--- config.mk ---
export PLATFORM = sky130hd
export DESIGN_NAME = multiword_add_sequencer
export DESIGN_NICKNAME = d
export VERILOG_FILES = /design/src/rtl/multiword_add_sequencer.sv
export SDC_FILE = /design/constraint.sdc
export NUM_CORES = 1
export LEC_CHECK = 0
export CAP_MARGIN = 0
export CORE_ASPECT_RATIO = 1.5
export CORE_MARGIN = 3
export CORE_UTILIZATION = 29
export DETAILED_ROUTE_END_ITERATION = 7
export MAX_ROUTING_LAYER = met4
export PLACE_DENSITY = 0.52
export SETUP_SLACK_MARGIN = 0.3
export SYNTH_ARGS = -nofsm -noshare
export SYNTH_HDL_FRONTEND = slang
export SYNTH_SLANG_ARGS = --single-unit
export TNS_END_PERCENT = 50
--- constraint.sdc ---
create_clock -name clk -period 7.7 [get_ports clk]
set_clock_uncertainty 0.15 [all_clocks]
set_input_delay 1.54 -clock clk [delete_from_list [all_inputs] [get_ports clk]]
set_output_delay 1.54 -clock clk [all_outputs]
set_load 0.01 [all_outputs]
--- src/rtl/multiword_add_sequencer.sv ---
// Multi-precision add/subtract sequencer: one 16-bit ripple adder
// time-shared over WORDS limbs, LSB first, carry held in a register.
//
// Ports:
//   clk, rst        clock, synchronous active-high reset
//   start           request, sampled only while busy=0
//   sub             0: a+b+cin, 1: a-b (cin ignored)
//   a, b, cin       operands, sampled with start
//   busy            high while limbs are being processed
//   done            one-cycle completion pulse
//   sum             registered W-bit result
//   cout            carry out of MSB limb (sub: 1 = no borrow)
//   overflow        signed overflow of the full W-bit operation

module RippleCarryAdder16Bit (
  input  logic [15:0] i_a,
  input  logic [15:0] i_b,
  input  logic        i_cin,
  output logic [15:0] o_sum,
  output logic        o_cout
);

  logic [16:0] w_c;

  always_comb begin
    w_c    = '0;
    o_sum  = '0;
    w_c[0] = i_cin;
    for (int i = 0; i < 16; i++) begin
      o_sum[i]  = i_a[i] ^ i_b[i] ^ w_c[i];
      w_c[i+1]  = (i_a[i] & i_b[i]) |
                  (w_c[i] & (i_a[i] ^ i_b[i]));
    end
    o_cout = w_c[16];
  end

endmodule

module multiword_add_sequencer #(
  parameter int WORDS = 4
) (
  input  logic                clk,
  input  logic                rst,
  input  logic                start,
  input  logic                sub,
  input  logic [16*WORDS-1:0] a,
  input  logic [16*WORDS-1:0] b,
  input  logic                cin,
  output logic                busy,
  output logic                done,
  output logic [16*WORDS-1:0] sum,
  output logic                cout,
  output logic                overflow
);

  localparam int W  = 16 * WORDS;
  localparam int IW = (WORDS > 1) ? $clog2(WORDS) : 1;

  localparam logic [0:0] S_IDLE = 1'b0;
  localparam logic [0:0] S_RUN  = 1'b1;

  logic [0:0]    r_state;
  logic [IW-1:0] r_idx;
  logic [W-1:0]  r_a;
  logic [W-1:0]  r_b;
  logic [W-1:0]  r_res;
  logic          r_c;

  logic [15:0]   w_la;
  logic [15:0]   w_lb;
  logic [15:0]   w_s;
  logic          w_co;
  logic [W-1:0]  w_full;
  logic          w_last;

  assign w_la   = r_a[r_idx*16 +: 16];
  assign w_lb   = r_b[r_idx*16 +: 16];
  assign w_last = (r_idx == IW'(WORDS - 1));

  RippleCarryAdder16Bit u_add (
    .i_a    (w_la),
    .i_b    (w_lb),
    .i_cin  (r_c),
    .o_sum  (w_s),
    .o_cout (w_co)
  );

  // Result with the limb currently on the adder merged in, so the
  // final limb is visible in the same cycle it completes.
  always_comb begin
    w_full = r_res;
    w_full[r_idx*16 +: 16] = w_s;
  end

  always_ff @(posedge clk) begin
    if (rst) begin
      r_state  <= S_IDLE;
      r_idx    <= '0;
      r_a      <= '0;
      r_b      <= '0;
      r_res    <= '0;
      r_c      <= 1'b0;
      busy     <= 1'b0;
      done     <= 1'b0;
      sum      <= '0;
      cout     <= 1'b0;
      overflow <= 1'b0;
    end else begin
      done <= 1'b0;
      unique case (r_state)
        S_IDLE: begin
          if (start) begin
            r_a     <= a;
            r_b     <= sub ? ~b : b;
            r_c     <= sub | cin;
            r_idx   <= '0;
            busy    <= 1'b1;
            r_state <= S_RUN;
          end
        end
        S_RUN: begin
          r_res <= w_full;
          r_c   <= w_co;
          r_idx <= r_idx + IW'(1);
          if (w_last) begin
            sum      <= w_full;
            cout     <= w_co;
            // Signed overflow: operands agree in sign, result does not.
            overflow <= (r_a[W-1] == r_b[W-1]) &&
                        (w_full[W-1] != r_a[W-1]);
            done     <= 1'b1;
            busy     <= 1'b0;
            r_idx    <= '0;
            r_state  <= S_IDLE;
          end
        end
        default: r_state <= S_IDLE;
      endcase
    end
  end

endmodule

==> metrics.txt <==
number of hold violations in the final report=0; minimum setup slack among reg-to-reg paths=330 ps; Pwr Density=224 nW/um^2; start-to-end type of the worst setup path=flop to flop; worst flop-to-flop path startpoint=r_idx[1]$_SDFFE_PP0P_; Hold Path Cell Cnt=2; non-filler instance count after layout=1919; via count of the first global-routing pass=9392; cells after synthesis=1276; Min-Delay Endpoint=r_a[30]$_SDFFE_PP0P_; Congestion Overflow GR=0; Detail Route Antenna Nets=0; All-Layer GR Usage=0.168; combinational group share of total power=0.136; Multi-input gate area=5700 um^2; top layer used by detailed routing=met4; initial antenna violation count=1; switching fraction of total power=0.257; filler cell count=4055; worst reg-to-reg path cell count=24; leakage power total=5.24 nW; count of flip-flops with a built-in enable after synthesis=0; peak supply drop=0.000134 V; share of power burned in the clock network=0.428; total internal power=2.48 mW; worst min path class=flop to flop; capture point of the worst reg-to-reg path=overflow$_SDFFE_PP0P_; crit share post-route=0.957; Crit Path Max Fanout=5; total of hold buffers inserted after clock tree synthesis=0; Ys Warns=0; cell count after placement=1865; unrepaired setup endpoints after global routing=yes; mean instance size in the synthesized netlist=9.19 um^2; post-DR wirelength/cell=18.8 um; Finished Cell Area=14900 um^2; total number of vias=9424; overall power of the completed layout=3.34 mW; global-route wire length before repair=54600 um; final setup margin=333 ps; amount of wire on met2 after detailed routing=19500 um; number of port buffers=200; Net Sw Power=858 uW; number of different library cells in the post-synthesis netlist=41; layout net count=1551; Startpoint Class=flop; final WL=36100 um; maximum operating frequency=136 MHz; most instantiated flip-flop cell in the synthesis netlist=dfxtp_1; Site Rows=89; die outline area=42900 um^2; sequential area share after synthesis=0.451; clock tree from TritonCTS=done; Worst Setup SP=r_idx[1]$_SDFFE_PP0P_; number of clock buffers inserted by TritonCTS=28; status=complete, no violations; Boundary Pins=201; kind of end point of the critical path=flop; Final GP Congestion=0.796; data required time of the critical path=8030 ps; synthesized net count=1431; share of layout cells above drive strength 1=0.0790; placeable core region=39600 um^2; Seq pwr share=0.436; layout-stage area growth over the synthesis result=27.0%; origin of the worst min-delay path=r_a[30]$_SDFFE_PP0P_; cell area after technology mapping=11700 um^2; die width=170 um; DR WL met3=1470 um; worst hold-check slack=300 ps; level count of the clock H-tree=1; Root Buffer=clkbuf_16; Max-cap violations=0; CTS sink cnt=264; maximum number of pins on one net before global-route repair=155; final worst path period need=7370 ps; DR pass1 iterations=5; register bit count reported by yosys=264; worst slack at placement=131 ps; worst-case clock buffer depth=3; area used by sequential logic in the layout=5290 um^2; signal arrival time at the worst endpoint=7690 ps; met1 WL=14100 um; effective utilization at floorplan=0.296; violation count after the first detailed-routing iteration=664; later-pin clock latency in the skew report=550 ps; post-DP HPWL=25300 um; final-layout setup total negative slack=0 ps; Max Transition Viols Final=0; cell area after placement=13900 um^2; actual slew at the worst max-slew pin=1260 ps; clock slew at the register clock pins of the worst setup and hold paths=60 ps; Max transition margin=0.159; vertical die dimension=252 um; average via count per standard cell=4.91; residual DRC count=0; Synth async-reset ratio=0; Core Util, Final=0.376; number of setup violations in the final report=0
-- final cells by class --
class | instances | area share
clock buffer | 45 | 0.0588
sequential | 264 | 0.355
multi-input combinational | 840 | 0.383
tap | 500 | 0.0420
inverter | 52 | 0.0131
antenna | 1 | 0.000168
timing repair buffer | 210 | 0.140
clock inverter | 7 | 0.00739
-- Yosys cell counts (16+ instances only) --
cell type / instances / area share
a211oi_1: 65 / 0.042
a21oi_1: 101 / 0.043
a221oi_1: 56 / 0.042
a32oi_1: 31 / 0.023
buf_2: 44 / 0.019
clkbuf_1: 48 / 0.015
dfxtp_1: 264 / 0.45
fa_1: 16 / 0.027
inv_1: 52 / 0.017
mux4_2: 17 / 0.033
nand2_1: 171 / 0.055
nand3_1: 18 / 0.0077
nor2_1: 167 / 0.053
nor3_1: 66 / 0.028
xnor2_1: 64 / 0.048
-- kinds of logic after synthesis --
logic type	Yosys count	synth area share
buffers and inverters	172	0.0700
AND/OR/NAND/NOR	458	0.170
multiplexers	32	0.0663
adder cells (fa/ha/maj)	22	0.0337
XOR/XNOR	64	0.0478
AO/OA/AOI/OAI	264	0.162
flip-flops	264	0.451
-- worst max-delay path by stage --
| stage | endpoint | cells after the start |
|---|---|---|
| 2_1_floorplan | overflow$_SDFFE_PP0P_ | 27 |
| 3_3_place_gp | overflow$_SDFFE_PP0P_ | 24 |
| 3_5_place_dp | overflow$_SDFFE_PP0P_ | 24 |
| 4_1_cts | overflow$_SDFFE_PP0P_ | 24 |
| 5_1_grt | overflow$_SDFFE_PP0P_ | 24 |
| 6_report | overflow$_SDFFE_PP0P_ | 24 |
-- timing repair --
action,4_1_cts,5_1_grt
buffers inserted,1,0
resized for setup,0,8
pin swaps,1,1
setup endpoints to repair,2,7
-- critical path, stage by stage, from the launching register on --
cell	delay [ps]
dfxtp_4	370
mux4_2	320
inv_1	60
fa_2	360
fa_2	370
fa_2	350
fa_2	340
fa_2	340
fa_2	340
fa_2	340
fa_2	350
fa_2	340
fa_2	350
fa_2	350
fa_2	360
fa_2	340
inv_2	60
fa_2	180
inv_1	50
fa_2	340
inv_2	70
fa_2	460
nor4bb_4	180
or3_1	390
a31oi_1	130
-- cells in the final DEF, fill, tap and decap left out, types with 4 or more instances in the layout --
cell	instances
clkbuf_1	7
mux4_2	17
a221oi_2	8
fa_2	16
a32oi_1	31
clkinv_2	4
clkdlybuf4s50_1	198
dfxtp_1	262
nor3_1	66
ha_1	6
nand3_1	18
nor2_1	167
mux4_1	15
nand2_1	170
clkbuf_16	29
clkbuf_8	9
a21oi_1	101
or3_1	15
buf_4	9
a221oi_1	55
a211oi_1	65
xnor2_1	64
inv_1	50
-- state kept, by name, indices dropped and copies added, names as in the netlist, 2 cells and up --
register  count
r_a          64
r_b          64
r_res        64
sum          64
r_idx         2
-- per-layer routing --
layer	track usage	vias to the layer above
met5	-	-
met4	0.0534	0
met3	0.0188	59
met2	0.301	231
met1	0.195	4414
li1	-	4720
-- power by group through the flow --
stage | Sequential (mW) | Clock [mW] | Combinational [mW]
after CTS | 1.46 | 1.46 | 0.457
after floorplan | 1.47 | 0 | 0.279
after detailed placement | 1.49 | 0 | 0.456
final | 1.45 | 1.43 | 0.454
after global routing | 1.46 | 1.52 | 0.493
after global placement | 1.48 | 0 | 0.451
Power figures use the tool's default switching activity.
